--- src/rtl/multicycle_ctrl_if.sv ---
// Control/handshake bundle between the multicycle sequencer (master) and the
// datapath plus data memory (slave).
interface multicycle_ctrl_if #(
  parameter int CNT_W = 16
);
  logic             run;
  logic [3:0]       opcode;
  logic             eq;
  logic             mem_ack;
  logic             ir_load;
  logic             pc_load;
  logic             pc_src;
  logic             RegDst;
  logic             RegWrite;
  logic             ALU_src;
  logic             MemRead;
  logic             MemWrite;
  logic             MemToReg;
  logic [2:0]       state;
  logic             halted;
  logic             error;
  logic [CNT_W-1:0] instr_count;

  modport master (
    input  run, opcode, eq, mem_ack,
    output ir_load, pc_load, pc_src, RegDst, RegWrite, ALU_src,
           MemRead, MemWrite, MemToReg, state, halted, error, instr_count
  );

  modport slave (
    output run, opcode, eq, mem_ack,
    input  ir_load, pc_load, pc_src, RegDst, RegWrite, ALU_src,
           MemRead, MemWrite, MemToReg, state, halted, error, instr_count
  );
endinterface

--- src/rtl/multicycle_ctrl.sv ---
// Multicycle sequencer for the 16-bit MIPS datapath: per-phase enables,
// data-memory req/ack with timeout, and a saturating retired-instruction count.
//
// state  | meaning
// IDLE   | waiting for run
// FETCH  | ir_load, instruction captured into IR
// DECODE | opcode latched into op_q
// EXEC   | ALU phase; branches/NOPs retire here, HALT enters HALT
// MEM    | LW/SW request held until mem_ack or timeout
// WB     | register write-back, PC advances
// HALT   | stopped until Clear
// ERROR  | memory timeout, stopped until Clear
module multicycle_ctrl #(
  parameter int MEM_TIMEOUT = 15,
  parameter int CNT_W       = 16
) (
  input  logic clk,
  input  logic Clear,
  multicycle_ctrl_if.master bus
);

  typedef enum logic [2:0] {
    S_IDLE   = 3'd0,
    S_FETCH  = 3'd1,
    S_DECODE = 3'd2,
    S_EXEC   = 3'd3,
    S_MEM    = 3'd4,
    S_WB     = 3'd5,
    S_HALT   = 3'd6,
    S_ERROR  = 3'd7
  } state_t;

  typedef struct packed {
    logic ir_load;
    logic pc_load;
    logic bne_exec;
    logic reg_dst;
    logic reg_write;
    logic alu_src;
    logic mem_read;
    logic mem_write;
    logic mem_to_reg;
    logic halted;
    logic error;
  } outs_t;

  localparam logic [3:0] OP_LW   = 4'h8;
  localparam logic [3:0] OP_SW   = 4'h9;
  localparam logic [3:0] OP_BNE  = 4'hA;
  localparam logic [3:0] OP_HALT = 4'hF;
  localparam logic [7:0] TMO     = 8'(MEM_TIMEOUT);

  state_t           state_q;
  state_t           state_nxt;
  logic [3:0]       op_q;
  logic [3:0]       op_nxt;
  logic [7:0]       tmo_cnt;
  outs_t            outs_q;
  logic [CNT_W-1:0] count_q;
  logic             pc_load_w;
  logic             retire;

  function automatic state_t next_state(input state_t s, input logic [3:0] op,
                                        input logic run, input logic ack,
                                        input logic [7:0] cnt);
    state_t ns;
    ns = s;
    case (s)
      S_IDLE:   ns = run ? S_FETCH : S_IDLE;
      S_FETCH:  ns = S_DECODE;
      S_DECODE: ns = S_EXEC;
      S_EXEC: begin
        if (!op[3])                      ns = S_WB;
        else if (op == OP_LW || op == OP_SW) ns = S_MEM;
        else if (op == OP_HALT)          ns = S_HALT;
        else                             ns = S_FETCH;
      end
      S_MEM: begin
        // an ack on the cycle the counter would expire still wins
        if (ack)                       ns = (op == OP_SW) ? S_FETCH : S_WB;
        else if (cnt + 8'd1 == TMO)    ns = S_ERROR;
        else                           ns = S_MEM;
      end
      S_WB:     ns = S_FETCH;
      S_HALT:   ns = S_HALT;
      default:  ns = S_ERROR;
    endcase
    return ns;
  endfunction

  function automatic outs_t outs_for(input state_t s, input logic [3:0] op);
    outs_t o;
    o = '0;
    case (s)
      S_FETCH: o.ir_load = 1'b1;
      S_EXEC: begin
        o.alu_src  = (op == OP_LW) || (op == OP_SW);
        o.bne_exec = (op == OP_BNE);
        o.pc_load  = (op == OP_BNE) || (op[3] && op[2:0] >= 3'd3 && op != OP_HALT);
      end
      S_MEM: begin
        o.alu_src   = 1'b1;
        o.mem_read  = (op == OP_LW);
        o.mem_write = (op == OP_SW);
      end
      S_WB: begin
        o.reg_write  = 1'b1;
        o.pc_load    = 1'b1;
        o.reg_dst    = !op[3];
        o.mem_to_reg = (op == OP_LW);
      end
      S_HALT:  o.halted = 1'b1;
      S_ERROR: begin
        o.halted = 1'b1;
        o.error  = 1'b1;
      end
      default: o = '0;
    endcase
    return o;
  endfunction

  assign state_nxt = next_state(state_q, op_q, bus.run, bus.mem_ack, tmo_cnt);
  assign op_nxt    = (state_q == S_DECODE) ? bus.opcode : op_q;

  // SW completion advances the PC in the same cycle the ack arrives
  assign pc_load_w = outs_q.pc_load |
                     ((state_q == S_MEM) && (op_q == OP_SW) && bus.mem_ack);
  assign retire    = pc_load_w | ((state_q == S_EXEC) && (op_q == OP_HALT));

  always_ff @(posedge clk) begin
    if (Clear) begin
      state_q <= S_IDLE;
      op_q    <= 4'h0;
      tmo_cnt <= 8'd0;
      outs_q  <= '0;
      count_q <= '0;
    end else begin
      state_q <= state_nxt;
      op_q    <= op_nxt;
      outs_q  <= outs_for(state_nxt, op_nxt);
      if (state_q == S_EXEC)
        tmo_cnt <= 8'd0;
      else if (state_q == S_MEM && !bus.mem_ack)
        tmo_cnt <= tmo_cnt + 8'd1;
      if (retire && count_q != {CNT_W{1'b1}})
        count_q <= count_q + 1'b1;
    end
  end

  assign bus.ir_load     = outs_q.ir_load;
  assign bus.pc_load     = pc_load_w;
  assign bus.pc_src      = outs_q.bne_exec & ~bus.eq;
  assign bus.RegDst      = outs_q.reg_dst;
  assign bus.RegWrite    = outs_q.reg_write;
  assign bus.ALU_src     = outs_q.alu_src;
  assign bus.MemRead     = outs_q.mem_read;
  assign bus.MemWrite    = outs_q.mem_write;
  assign bus.MemToReg    = outs_q.mem_to_reg;
  assign bus.state       = state_q;
  assign bus.halted      = outs_q.halted;
  assign bus.error       = outs_q.error;
  assign bus.instr_count = count_q;

endmodule
--- src/flat_wrapper.sv ---
// flat-port wrapper written by rule: the top's interface ports become plain ports
module multicycle_ctrl_flat 
#(
  parameter int MEM_TIMEOUT = 15,
  parameter int CNT_W       = 16
)
  (clk, Clear, bus_run, bus_opcode, bus_eq, bus_mem_ack, bus_ir_load, bus_pc_load, bus_pc_src, bus_RegDst, bus_RegWrite, bus_ALU_src, bus_MemRead, bus_MemWrite, bus_MemToReg, bus_state, bus_halted, bus_error, bus_instr_count);
  multicycle_ctrl_if #(.CNT_W(CNT_W)) bus_i ();
  input  logic clk;
  input  logic Clear;
  input wire logic [$bits(bus_i.run)-1:0] bus_run;
  input wire logic [$bits(bus_i.opcode)-1:0] bus_opcode;
  input wire logic [$bits(bus_i.eq)-1:0] bus_eq;
  input wire logic [$bits(bus_i.mem_ack)-1:0] bus_mem_ack;
  output wire logic [$bits(bus_i.ir_load)-1:0] bus_ir_load;
  output wire logic [$bits(bus_i.pc_load)-1:0] bus_pc_load;
  output wire logic [$bits(bus_i.pc_src)-1:0] bus_pc_src;
  output wire logic [$bits(bus_i.RegDst)-1:0] bus_RegDst;
  output wire logic [$bits(bus_i.RegWrite)-1:0] bus_RegWrite;
  output wire logic [$bits(bus_i.ALU_src)-1:0] bus_ALU_src;
  output wire logic [$bits(bus_i.MemRead)-1:0] bus_MemRead;
  output wire logic [$bits(bus_i.MemWrite)-1:0] bus_MemWrite;
  output wire logic [$bits(bus_i.MemToReg)-1:0] bus_MemToReg;
  output wire logic [$bits(bus_i.state)-1:0] bus_state;
  output wire logic [$bits(bus_i.halted)-1:0] bus_halted;
  output wire logic [$bits(bus_i.error)-1:0] bus_error;
  output wire logic [$bits(bus_i.instr_count)-1:0] bus_instr_count;
  assign bus_i.run = bus_run;
  assign bus_i.opcode = bus_opcode;
  assign bus_i.eq = bus_eq;
  assign bus_i.mem_ack = bus_mem_ack;
  assign bus_ir_load = bus_i.ir_load;
  assign bus_pc_load = bus_i.pc_load;
  assign bus_pc_src = bus_i.pc_src;
  assign bus_RegDst = bus_i.RegDst;
  assign bus_RegWrite = bus_i.RegWrite;
  assign bus_ALU_src = bus_i.ALU_src;
  assign bus_MemRead = bus_i.MemRead;
  assign bus_MemWrite = bus_i.MemWrite;
  assign bus_MemToReg = bus_i.MemToReg;
  assign bus_state = bus_i.state;
  assign bus_halted = bus_i.halted;
  assign bus_error = bus_i.error;
  assign bus_instr_count = bus_i.instr_count;
  multicycle_ctrl #(.MEM_TIMEOUT(MEM_TIMEOUT), .CNT_W(CNT_W)) u_core (.clk(clk), .Clear(Clear), .bus(bus_i));
endmodule
--- config.mk ---
export PLATFORM = sky130hd
export DESIGN_NAME = multicycle_ctrl_flat
export DESIGN_NICKNAME = d
export VERILOG_FILES = /design/src/rtl/multicycle_ctrl_if.sv /design/src/rtl/multicycle_ctrl.sv /design/src/flat_wrapper.sv
export SDC_FILE = /design/constraint.sdc
export NUM_CORES = 1
export LEC_CHECK = 0
export ABC_CLOCK_PERIOD_IN_PS = 2100
export CAP_MARGIN = 10
export CORE_ASPECT_RATIO = 1.1
export CORE_MARGIN = 8
export CORE_UTILIZATION = 40
export CTS_CLUSTER_DIAMETER = 40
export DETAILED_ROUTE_END_ITERATION = 12
export DONT_BUFFER_PORTS = 1
export PLACE_DENSITY = 0.58
export REMOVE_ABC_BUFFERS = 1
export SETUP_SLACK_MARGIN = 0.02
export SLEW_MARGIN = 40
export SYNTH_ARGS = -nofsm -noshare
export SYNTH_HDL_FRONTEND = slang
export SYNTH_SLANG_ARGS = --single-unit
--- constraint.sdc ---
create_clock -name clk -period 2.1 [get_ports clk]
set_clock_uncertainty 0.15 [all_clocks]
set_input_delay 0.42 -clock clk [delete_from_list [all_inputs] [get_ports clk]]
set_output_delay 0.42 -clock clk [all_outputs]
set_load 0.03 [all_outputs]
-- Word-level counts from Yosys, hierarchy flattened
Index checks and enable logic that the tools add are counted.
- output and inout bits: 30
- logic and storage cells: 79
- bits in registers: 42
- bits of input ports: 9
- bitwise logic cells: 7
- multiplexer cells: 15
- magnitude comparators: 1
- reduce and logical (&&, ||, !) cells: 18
- $add $sub $neg: 2
- equality and inequality tests: 21
- operators by type and width (cell ; number):
    equality test 4 bit (second input constant) ; 6
    equality test 3 bit (second input constant) ; 7
    one-hot mux 3 bit (7 select lines) ; 1
    adder 16 x 1 -> 16 bit (second input constant) ; 1
    != test 16 bit (second input constant) ; 1
    2-to-1 mux 3 bit ; 5
    OR reduction 2 bit ; 5
    equality test 3 x 2 -> 1 bit (second input constant) ; 3
    adder 8 x 1 -> 8 bit (second input constant) ; 1
    equality test 8 x 4 -> 1 bit (second input constant) ; 1
    logical AND 1 bit ; 7
    equality test 3 x 1 -> 1 bit (second input constant) ; 2
    2-to-1 mux 1 bit ; 5
    2-to-1 mux 4 bit ; 1
    != test 4 bit (second input constant) ; 1
    inverter 1 bit ; 4
    one-hot mux 1 bit (2 select lines) ; 2
    greater-or-equal comparator 3 x 2 -> 1 bit (second input constant) ; 1
    zero test 3 bit ; 1
    logical OR 1 bit ; 3
    zero test 1 bit ; 2
    2-to-1 mux 2 bit ; 1
    OR 1 bit ; 2
    AND 1 bit ; 1

-- Logic depth before layout (Yosys ltp)
- depth in word-level cells: 8
- depth in mapped cells: 7
- mapped depth without buffers: 6

-- Worst setup path before layout
OpenSTA, ideal clock, no wires.
- kind: flip-flop to flip-flop
- start: register u_core.state_q[1] (netlist: u_core.bus.state[1])
- end: register u_core.outs_q, in the netlist u_core.bus.MemRead
- library setup time: 0.092 ns
- clock period less this slack: 2.251 ns
- data required time: 1.858 ns
- arrival: 2.009 ns
- stages on the path, launching flop included: 7
- path buffers: 1
- path slack: -0.151 ns
- path through: dfxtp_1 buf_2 nor3b_2 mux2i_1 nand3_1 or2_1 nor4_1
- word-level cells in the longest chain between the ends: 5
- elaborated cells between the ends (all ways): 13
- classes of those cells: eq/ne (8); mux (2); bitwise (1); reduce/logical (2)
- RTL lines (element ; RTL line ; text):
    start, declared ; multicycle_ctrl.sv:53 ; state_t state_q;
    start signal, assigned ; multicycle_ctrl.sv:138 ; state_q <= state_nxt;
    equality test 3 bit, or another cell as far along ; multicycle_ctrl.sv:68 ; case (s)
    one-hot mux 3 bit (7 select lines) ; multicycle_ctrl.sv:68 ;
    equality test 3 bit ; multicycle_ctrl.sv:94 ; case (s)
    inverter 1 bit (no source line) ; -- ;
    OR reduction 2 bit (no source line) ; -- ;
    end signal, assigned ; multicycle_ctrl.sv:140 ; outs_q <= outs_for(state_nxt, op_nxt);
    end, declared ; multicycle_ctrl.sv:58 ; outs_t outs_q;
Parallel ways exist; a longest one is shown, timed or not.
A chain may end at the register's enable or synchronous reset.

-- Worst setup path in the final report
- start: register u_core.tmo_cnt[1]
- end: register u_core.outs_q, in the netlist u_core.bus.RegDst
- word-level cells in the longest chain between the ends: 8
- RTL lines (element ; RTL line ; text):
    start, declared ; multicycle_ctrl.sv:57 ; logic [7:0] tmo_cnt;
    start signal, assigned ; multicycle_ctrl.sv:144 ; tmo_cnt <= tmo_cnt + 8'd1;
    adder 8 x 1 -> 8 bit ; multicycle_ctrl.sv:81 ; else if (cnt + 8'd1 == TMO) ns = S_ERROR;
    equality test 8 x 4 -> 1 bit ; multicycle_ctrl.sv:81 ;
    2-to-1 mux 2 bit ; multicycle_ctrl.sv:81 ;
    2-to-1 mux 3 bit ; multicycle_ctrl.sv:80 ; if (ack) ns = (op == OP_SW) ? S_FETCH : S_WB;
    one-hot mux 3 bit (7 select lines) ; multicycle_ctrl.sv:68 ;
    equality test 3 bit ; multicycle_ctrl.sv:94 ;
    inverter 1 bit (no source line) ; -- ;
    OR reduction 2 bit (no source line) ; -- ;
No other way between the ends.

==> impl_metrics.py <==
metrics = {
    "power_and_ir_drop": {
        "total_power_w": 0.00206,
        "peakVddDrop_mv": 0.345,
        "p_leak_nw": 0.935,
        "powerDensity_nw_per_um2": 807,
    },
    "synthesis": {
        "synthTopCellsByCount": "42 x dfxtp_1, 23 x nor2_1, 15 x a21oi_1, 13 x nand2_1, 13 x nand3_1",
        "synthTopCellsByArea": "dfxtp_1 41%, nor2_1 4.2%, a21oi_1 3.7%",
        "synth-compound-area-share": 0.186,
        "async_flop_share": 0,
        "syn_area_per_cell_sq_um": 8.92,
        "syn_area_sq_um": 2030,
        "synth_most_common_cell": "dfxtp_1",
        "yosys_warnings": 0,
        "postSynthCellCount": 228,
        "yosys.area_share.simple": 0.284,
        "synth_top_family_by_area": "simple AND/OR/NAND/NOR gates",
        "synthAdderAreaFrac": 0.0185,
        "synth.distinct_cells": 55,
        "synth-seq-cells": 42,
        "synthXorXnorAreaFrac": 0.0301,
        "yosysTopAreaCell": "dfxtp_1",
        "ys_seq_area_frac": 0.413,
        "synth_ff_type": "dfxtp_1",
        "synth.top_cell.area_share": 0.413,
        "synth_edf_count": 0,
        "synthMuxAreaShare": 0.0301,
    },
    "placement": {
        "gp_congestion": 0.826,
        "dpl_cell_area_sq_um": 2340,
        "hpwl_um": 3580,
        "port_buffers": 0,
    },
    "floorplan": {
        "dieWidth_um": 84,
        "initial_utilization": 0.410,
        "die_h_um": 90.8,
        "num_rows": 27,
        "coreArea_sq_um": 4970,
        "dieArea_sq_um": 7630,
        "ios": 39,
    },
    "hold_path": {
        "min_to": "u_core.bus.instr_count[9]$_SDFFE_PP0P_",
        "hold_path.class": "input pin to register",
        "min_from": "Clear",
        "hold_path_depth": 1,
    },
    "route": {
        "wl_per_cell_um": 14.8,
        "postRouteWirelength_um": 4780,
        "ant_nets": 0,
        "vias": 1793,
        "first_iter_violations": 104,
        "vias_per_cell": 5.53,
        "drc": 0,
        "first_pass_iters": 4,
    },
    "worst_setup_path": {
        "path_class": "register to register",
        "r2r_end": "u_core.bus.RegDst$_SDFF_PP0_",
        "required_ps": 2160,
        "arrival_ps": 2060,
        "worst_path_max_delay_cell": "o31a_1",
        "timing.rr.start": "u_core.tmo_cnt[1]$_SDFFE_PP0P_",
        "reg2reg_slack_ps": 100,
        "rr_worst_depth": 6,
        "cp-end-kind": "register",
        "max_stage_delay_ps": 400,
        "start_kind": "register",
        "path_max_fanout": 6,
        "crit_chain": "buf_4, a211o_1, a21oi_1, o221ai_2, o31a_1, nor4_1",
    },
    "layout": {
        "area_growth_pct": 25.2,
        "fillers": 479,
        "diodes": 0,
        "drive_gt1_frac": 0.282,
        "layout.nets": 277,
        "fin_area_sq_um": 2550,
    },
    "timing": {
        "worst-slew-pin-transition_ps": 574,
        "rsz0062_at_grt": "true",
        "finalCritPeriodShare": 0.952,
        "final-hold-violation-count": 0,
        "setup_violations": 0,
        "final.setup.tns_ps": 0,
        "max_freq_mhz": 500,
        "final_max_slew_viol_count": 0,
        "period_minus_slack_ps": 2000,
        "holdWs_ps": 28.6,
        "relSlewSlack": 0.616,
    },
    "cts": {
        "cts_tree": "built",
        "cts_num_sinks": 42,
        "path_clk_slew_ps": 90,
        "cts_inserted_buffers": 5,
        "htreeDepth": 2,
        "cts_hold_buf": 0,
        "cts_setup_buffers": 0,
        "clkLatencyLatePin_ps": 300,
        "cts_buffer_depth": 2,
        "cts_root_buf": "clkbuf_8",
    },
    "global_routing": {
        "overflow": 0,
        "grtUsageTotal": 0.127,
        "antenna_found_initial": 0,
        "grt_max_degree": 24,
        "grt_pass1_vias": 1741,
        "grt_pass1_wl_um": 8110,
    },
    "job": {
        "maxCapViolations": 0,
    },
    "run_status": {
        "status": "finished clean",
    },
}
==> placed cells by master (no fill, tap or decap), types with 3 or more instances in the layout <==
master	count
buf_4	37
dfxtp_1	35
nor2_1	23
a21oi_1	14
nand3_1	13
nand2_1	13
inv_1	10
o21ai_0	8
nand4_1	6
or3_1	6
xor2_1	6
dfxtp_2	6
mux2i_1	5
clkbuf_8	5
and2_1	4
o31ai_1	4
a211o_1	4
nor4_1	4
nor3_1	4
and3_1	3
o41ai_1	3
or4_1	3
==> through the flow <==
step	util	instances	worst slack, ps
2_1_floorplan	-	221	-124
3_3_place_gp	0.472	316	120
3_5_place_dp	0.472	316	22.0
4_1_cts	0.501	324	62.6
5_1_grt	0.513	324	6.98
6_report	0.513	324	102
==> cells by family (layout without fill, tap and decap cells) <==
logic type / count (synthesis) / count (layout)
adders and majority gates: 3 / 3
AOI/OAI and AO/OA: 52 / 52
and+or+nand+nor: 101 / 101
DFF: 42 / 42
xor gates and xnor gates: 7 / 7
muxes: 6 / 6
buffers and inverters: 17 / 55
==> how the worst max path moves through the flow <==
stage / startpoint / end / slack, ps
after floorplan: u_core.bus.state[1]$_SDFF_PP0_ / u_core.bus.MemRead$_SDFF_PP0_ / -120
after global routing: u_core.tmo_cnt[4]$_SDFFE_PP0P_ / u_core.bus.MemWrite$_SDFF_PP0_ / 7
after CTS: u_core.tmo_cnt[1]$_SDFFE_PP0P_ / u_core.bus.MemToReg$_SDFF_PP0_ / 60
final: u_core.tmo_cnt[1]$_SDFFE_PP0P_ / u_core.bus.RegDst$_SDFF_PP0_ / 100
after global placement: u_core.tmo_cnt[0]$_SDFFE_PP0P_ / u_core.outs_q[9]$_SDFF_PP0_ / 120
after detailed placement: u_core.tmo_cnt[1]$_SDFFE_PP0P_ / u_core.bus.MemToReg$_SDFF_PP0_ / 20
==> registers in the layout, indices dropped and copies added, names as in the netlist <==
register / flops
u_core.bus.RegWrite: 1
u_core.bus.MemRead: 1
u_core.bus.state: 3
u_core.bus.MemWrite: 1
u_core.bus.ALU_src: 1
u_core.bus.MemToReg: 1
u_core.outs_q: 2
u_core.op_q: 4
u_core.bus.halted: 1
u_core.bus.instr_count: 16
u_core.bus.RegDst: 1
u_core.bus.ir_load: 1
u_core.tmo_cnt: 8
u_core.bus.error: 1
==> repair_timing <==
item	CTS	global route
gates cloned	0	0
pin swaps	0	5
gates resized for setup	1	16
endpoints found under the setup margin	1	8
==> area by class of cell <==
class | instances | area (sq um) | area share
clock buffer | 5 | 68.8 | 0.0270
clock inverter | 3 | 68.8 | 0.0270
inverter | 10 | 37.5 | 0.0147
multi-input combinational | 169 | 1170 | 0.459
sequential | 42 | 852 | 0.335
tap | 58 | 72.6 | 0.0285
timing repair buffer | 37 | 278 | 0.109
==> worst max-delay path: cells and delay by family, from the launching register on <==
family                 cells  cell delay [ps]
flip-flops                 1              370
AND/OR/NAND/NOR            1              230
buffers and inverters      1              150
AO/OA/AOI/OAI              4             1020
==> report_power, final <==
group          leakage (nW)  switching, W  internal (W)
Sequential            0.343     0.0000766      0.000842
Clock                0.0683      0.000297      0.000476
Combinational         0.523      0.000209      0.000155
Total                 0.935      0.000583       0.00147
==> layer usage <==
metal  routed length, um  global-route usage
met1                2130               0.151
met2                2190               0.199
met3                 413              0.0532
met4                  42              0.0461
met5                   0                   0
Power figures use the tool's default switching activity.
